## src/rtl/db_multi.sv

```systemverilog
// db_multi - multi-channel debouncer for the slot-machine front panel.
//
// All channels share one sample-tick prescaler. Each raw input goes through
// a two-flop synchroniser. A channel's debounced level changes only after
// STABLE_SAMPLES consecutive sample ticks disagree with the current level.
// Each level change also emits a one-cycle rise or fall pulse.
//
// Ports:
//   clk          system clock (single clock domain)
//   rst_n        asynchronous active-low reset
//   raw_in       [CHANNELS] raw, asynchronous button/switch inputs
//   db_out       [CHANNELS] debounced levels (registered)
//   rise_pulse   [CHANNELS] one-cycle pulse when db_out[i] goes 0->1
//   fall_pulse   [CHANNELS] one-cycle pulse when db_out[i] goes 1->0
//   sample_tick  registered strobe, high one cycle every CLK_DIV cycles

module db_multi #(
  parameter int CHANNELS       = 4,
  parameter int CLK_DIV        = 100000,
  parameter int STABLE_SAMPLES = 4,
  parameter bit RESET_LEVEL    = 1'b0
) (
  input  logic                clk,
  input  logic                rst_n,
  input  logic [CHANNELS-1:0] raw_in,
  output logic [CHANNELS-1:0] db_out,
  output logic [CHANNELS-1:0] rise_pulse,
  output logic [CHANNELS-1:0] fall_pulse,
  output logic                sample_tick
);

  localparam int DIV_W = $clog2(CLK_DIV);
  localparam int CNT_W = (STABLE_SAMPLES > 2) ? $clog2(STABLE_SAMPLES) : 1;

  localparam logic [DIV_W-1:0]    DIV_LAST = DIV_W'(CLK_DIV - 1);
  localparam logic [CNT_W-1:0]    CNT_LAST = CNT_W'(STABLE_SAMPLES - 1);
  localparam logic [CHANNELS-1:0] RST_VEC  = {CHANNELS{RESET_LEVEL}};

  logic [DIV_W-1:0]    div_cnt;
  logic [CHANNELS-1:0] s1;
  logic [CHANNELS-1:0] s2;
  logic [CNT_W-1:0]    stab_cnt [CHANNELS];

  // The tick is registered on the wrap edge. The first tick is therefore
  // visible in cycle CLK_DIV after reset release.
  always_ff @(posedge clk or negedge rst_n) begin
    if (!rst_n) begin
      div_cnt     <= '0;
      sample_tick <= 1'b0;
    end else if (div_cnt == DIV_LAST) begin
      div_cnt     <= '0;
      sample_tick <= 1'b1;
    end else begin
      div_cnt     <= div_cnt + DIV_W'(1);
      sample_tick <= 1'b0;
    end
  end

  // Two-flop synchroniser. Only s2 is used past this point.
  always_ff @(posedge clk or negedge rst_n) begin
    if (!rst_n) begin
      s1 <= RST_VEC;
      s2 <= RST_VEC;
    end else begin
      s1 <= raw_in;
      s2 <= s1;
    end
  end

  // Per-channel agreement counters. Any sample that matches the current
  // level restarts the count, so a single bounce throws away the window.
  // Pulses default low each cycle, so each pulse lasts exactly the cycle
  // in which the new level first appears.
  always_ff @(posedge clk or negedge rst_n) begin
    if (!rst_n) begin
      db_out     <= RST_VEC;
      rise_pulse <= '0;
      fall_pulse <= '0;
      for (int i = 0; i < CHANNELS; i++) begin
        stab_cnt[i] <= '0;
      end
    end else begin
      rise_pulse <= '0;
      fall_pulse <= '0;
      if (sample_tick) begin
        for (int i = 0; i < CHANNELS; i++) begin
          if (s2[i] == db_out[i]) begin
            stab_cnt[i] <= '0;
          end else if (stab_cnt[i] == CNT_LAST) begin
            db_out[i]     <= s2[i];
            stab_cnt[i]   <= '0;
            rise_pulse[i] <= s2[i];
            fall_pulse[i] <= ~s2[i];
          end else begin
            stab_cnt[i] <= stab_cnt[i] + CNT_W'(1);
          end
        end
      end
    end
  end

endmodule
```

## config.mk

```make
export PLATFORM = sky130hd
export DESIGN_NAME = db_multi
export DESIGN_NICKNAME = d
export VERILOG_FILES = /design/src/rtl/db_multi.sv
export SDC_FILE = /design/constraint.sdc
export NUM_CORES = 1
export LEC_CHECK = 0
export CAP_MARGIN = 20
export CORE_MARGIN = 2
export CORE_UTILIZATION = 35
export CTS_CLUSTER_SIZE = 8
export DETAILED_ROUTE_END_ITERATION = 8
export GPL_TIMING_DRIVEN = 0
export SLEW_MARGIN = 25
export SYNTH_ARGS = -nofsm -noshare
export SYNTH_HDL_FRONTEND = slang
export SYNTH_SLANG_ARGS = --single-unit
```

## constraint.sdc

```tcl
create_clock -name clk -period 3 [get_ports clk]
set_clock_uncertainty 0.2 [all_clocks]
set_input_delay 0.9 -clock clk [delete_from_list [all_inputs] [get_ports clk]]
set_output_delay 0.9 -clock clk [all_outputs]
set_load 0.05 [all_outputs]
```

======== Word-level counts from Yosys, hierarchy flattened ========
Cells that the tools add are included.
storage, ports and cells
  logic and storage cells ................. 68
  output and inout port bits .............. 13
  register bits ........................... 46
  input port bits ......................... 6
operators by class
  reductions and logical operators ........ 4
  add/subtract/negate cells ............... 5
  equality and inequality tests ........... 9
  multiplexer cells ....................... 28
  bitwise logic cells ..................... 8
operator list
  cell                   count
  $add 17x1->17 const B  1
  $eq 17x17->1 const B   1
  $mux 1                 17
  $mux 17                1
  $mux 2                 8
  $reduce_and 3->1       4
  $add 2x1->2 const B    4
  $eq 2x2->1 const B     4
  $mux 4                 2
  $not 1->1              8
  $eq 1x1->1             4

======== Depth between registers and ports, before layout ========
  depth after elaboration ................. 4
  mapped depth ............................ 6
  depth with buffers taken out ............ 5

======== Least setup slack after synthesis ========
OpenSTA, ideal clock, no wires.
  kind .................................... register -> output
  from .................................... register db_out[1]
  to ...................................... output db_out[1]
  buffers on the path ..................... 0
  data required time ...................... 1.900 ns
  stages on the path, launching flop included .. 1
  path slack .............................. 1.252 ns
  arrival ................................. 0.648 ns
  path through ............................ dfrtp_1
RTL lines
  item                               RTL line  source
  from (decl)                        26        output logic [CHANNELS-1:0] db_out,
  from (signal, indexed assignment)  90        db_out[i] <= s2[i];
No word-level cell between the ends.

======== Worst setup path in the final report ========
  from .................................... register db_out[0]
  to ...................................... output db_out[0]
No word-level cell between the ends.

==> flow_metrics.py <==
metrics = {
    "floorplan": {
        "rows": 26,
        "die_w_um": 77.7,
        "die-area_um2": 6030,
        "fp.coreArea_um2": 5170,
        "fp.dieH_um": 77.7,
        "ioPinCount": 19,
        "start_util_pct": 36.7,
    },
    "yosys": {
        "syn_area_um2": 1900,
        "ys_ff_latch": 46,
        "synthArstFlopShare_pct": 100,
        "avgSynthCellArea_um2": 12.3,
        "yosysWarnings": 0,
        "syn_inst": 155,
        "ys_types": 25,
        "synth-edff-count": 0,
        "yosysSeqAreaShare_pct": 60.6,
        "syn_nets": 166,
        "synthFlopType": "dfrtp_1",
    },
    "global_route": {
        "grt_pass1_wl_um": 5610,
        "grt_max_degree": 27,
        "grt_pass1_vias": 1238,
        "antenna_found_initial": 0,
        "grt_use_total_pct": 11.8,
        "grt.overflow.total": 0,
    },
    "flow_run": {
        "drv_cap": 0,
    },
    "critical_path": {
        "crit_buf_inv": 1,
        "path_delay_family": "buffers and inverters",
        "setup.worst_path.class": "reg -> out",
        "crit_path_start_kind": "register",
        "worstPathRequired_ps": 1900,
        "cpPeakStageDelay_ps": 830,
        "cp_data_arrival_time_ps": 1540,
        "cp_cell_sequence": "clkdlybuf4s50_1",
        "cp_max_fo": 5,
        "critPathSlowestCell": "clkdlybuf4s50_1",
        "worst_setup_path_end_kind": "output port",
    },
    "clocking": {
        "cts-resized-gates": 0,
        "numCtsBuffers": 5,
        "clk_latency_ps": 290,
        "cts_hold_buffers": 0,
        "cts_setup_buffers": 0,
        "cts_num_sinks": 46,
        "cts_buffer_depth": 2,
        "cts_tree": "built",
        "cts.clk_slew.worst_paths_ps": 80,
        "clk_root_buffer_cell": "clkbuf_8",
        "cts_htree_levels": 2,
    },
    "pwr": {
        "ir_worst_vdd_mv": 0.194,
        "p_per_area_nw_per_um2": 480,
        "p_leak_nw": 0.968,
    },
    "finish": {
        "mostFrequentLayoutCells": "dfrtp_1 (46), clkdlybuf4s50_1 (17), nand2_1 (16)",
        "fin_area_um2": 2300,
        "utilization_pct": 44.5,
        "final_common_cell": "dfrtp_1",
        "diodes": 0,
        "layout.nets": 192,
        "drive_above_1_share_pct": 12.1,
        "fin_cells": 252,
        "areaGrowthSynthToFinish_pct": 21.1,
    },
    "timing": {
        "relSlewSlack_pct": 66.3,
        "rsz0062_at_grt": "false",
        "fmaxAchievable_mhz": 379,
        "fin_crit_sh_pct": 88.0,
        "tightest_slew_ps": 504,
        "setup_viol": 0,
        "hold_viol_final": 0,
        "drv_slew": 0,
        "finalHoldWorstSlack_ps": 150,
        "fin_crit_ps": 2640,
    },
    "detailed_routing": {
        "drt-initial-drc-count": 76,
        "route.detailed.drc": 0,
        "avgViaCountPerCell": 4.71,
        "avgRoutedWirePerCell_um": 12.4,
        "drt_wl_total_um": 3120,
        "routed-via-count": 1187,
        "postRouteAntennaNets": 0,
        "dr.pass1.iters": 4,
    },
    "place": {
        "port-buffer-count": 18,
        "dpl.hpwl_um": 2300,
        "place_area_um2": 2190,
        "place.gp.congestion": 0.794,
        "numPlacedInstances": 244,
    },
    "run_status": {
        "outcome": "completed",
    },
    "worst_hold_path": {
        "min_path_type": "reg -> reg",
    },
}
-- cell families after synthesis --
family | after synthesis | share of synthesized area, %
multiplexers | 5 | 2.96
XOR/XNOR | 19 | 8.76
adder cells (fa/ha/maj) | 5 | 3.29
AND/OR/NAND/NOR | 61 | 19.6
AO/OA/AOI/OAI | 7 | 2.31
flip-flops | 46 | 60.6
buffers and inverters | 12 | 2.44
-- worst reg2reg max path, delay by kind of cell (launching register included) --
family | cells | cell delay [ps]
fa+ha+maj | 1 | 260
xor+xnor | 1 | 140
simple gates | 3 | 670
flops | 1 | 420
-- final timing paths --
| kind | startpoint | end | slack [ps] | cells past startpoint |
|---|---|---|---|---|
| min reg2reg | s1[0]$_DFF_PN0_ | s2[0]$_DFF_PN0_ | 150 | 0 |
| min | s1[0]$_DFF_PN0_ | s2[0]$_DFF_PN0_ | 150 | 0 |
| min in group asynchronous | rst_n | s2[2]$_DFF_PN0_ | 360 | 1 |
| max in group asynchronous | rst_n | div_cnt[9]$_DFF_PN0_ | 1750 | 2 |
| max | db_out[0]$_DFFE_PN0P_ | db_out[0] | 360 | 1 |
| max reg2reg | div_cnt[0]$_DFF_PN0_ | div_cnt[14]$_DFF_PN0_ | 1260 | 5 |
-- where the power goes --
group	total [W]	switching [W]	internal, W	leakage (nW)
clock network	0.000449	0.000200	0.000249	0.0514
registers	0.000628	0.00000355	0.000625	0.610
logic	0.0000257	0.0000141	0.0000116	0.307
-- sequential cells by signal (all words and copies together) (netlist names) --
signal / cells
div_cnt: 17
stab_cnt: 8
db_out: 4
fall_pulse: 4
rise_pulse: 4
s1: 4
s2: 4
sample_tick: 1
-- area by class of cell --
| type | instances | area (µm²) |
|---|---|---|
| buffer | 3 | 12.5 |
| tap | 70 | 87.6 |
| clock inverter | 2 | 37.5 |
| clock buffer | 6 | 72.6 |
| inverter | 9 | 33.8 |
| multi-input combinational | 97 | 702 |
| fill | 478 | 2870 |
| sequential | 46 | 1150 |
| timing repair buffer | 19 | 203 |
-- metal layers --
metal	GRT usage [%]	routed length, µm	up-vias
li1	-	-	572
met1	13.7	1340	587
met2	20.8	1650	23
met3	3.26	106	5
met4	3.93	36	0
met5	0	0	-
-- cell usage after synthesis (3+ instances only) --
library cell / instances / area, µm²
xor2_1: 4 / 35.0
dfrtp_1: 46 / 1150
o22ai_1: 7 / 43.8
nor2_1: 13 / 48.8
nor3b_1: 8 / 60.1
mux2_2: 5 / 56.3
nand3_1: 3 / 15.0
ha_1: 5 / 62.6
nand4_1: 4 / 25.0
nand2_1: 16 / 60.1
nor3_1: 5 / 25.0
xnor2_1: 15 / 131
inv_1: 9 / 33.8
-- per-stage QoR --
step	setup slack (ps)	TNS, ps	total power (W)
floorplan	1250	0	0.000644
global placement	-272	-12410	0.000663
detailed placement	673	0	0.000668
CTS	333	0	0.00112
global route	280	0	0.00115
finish	359	0	0.00110
Note: power is estimated with default switching activity, not from simulation.
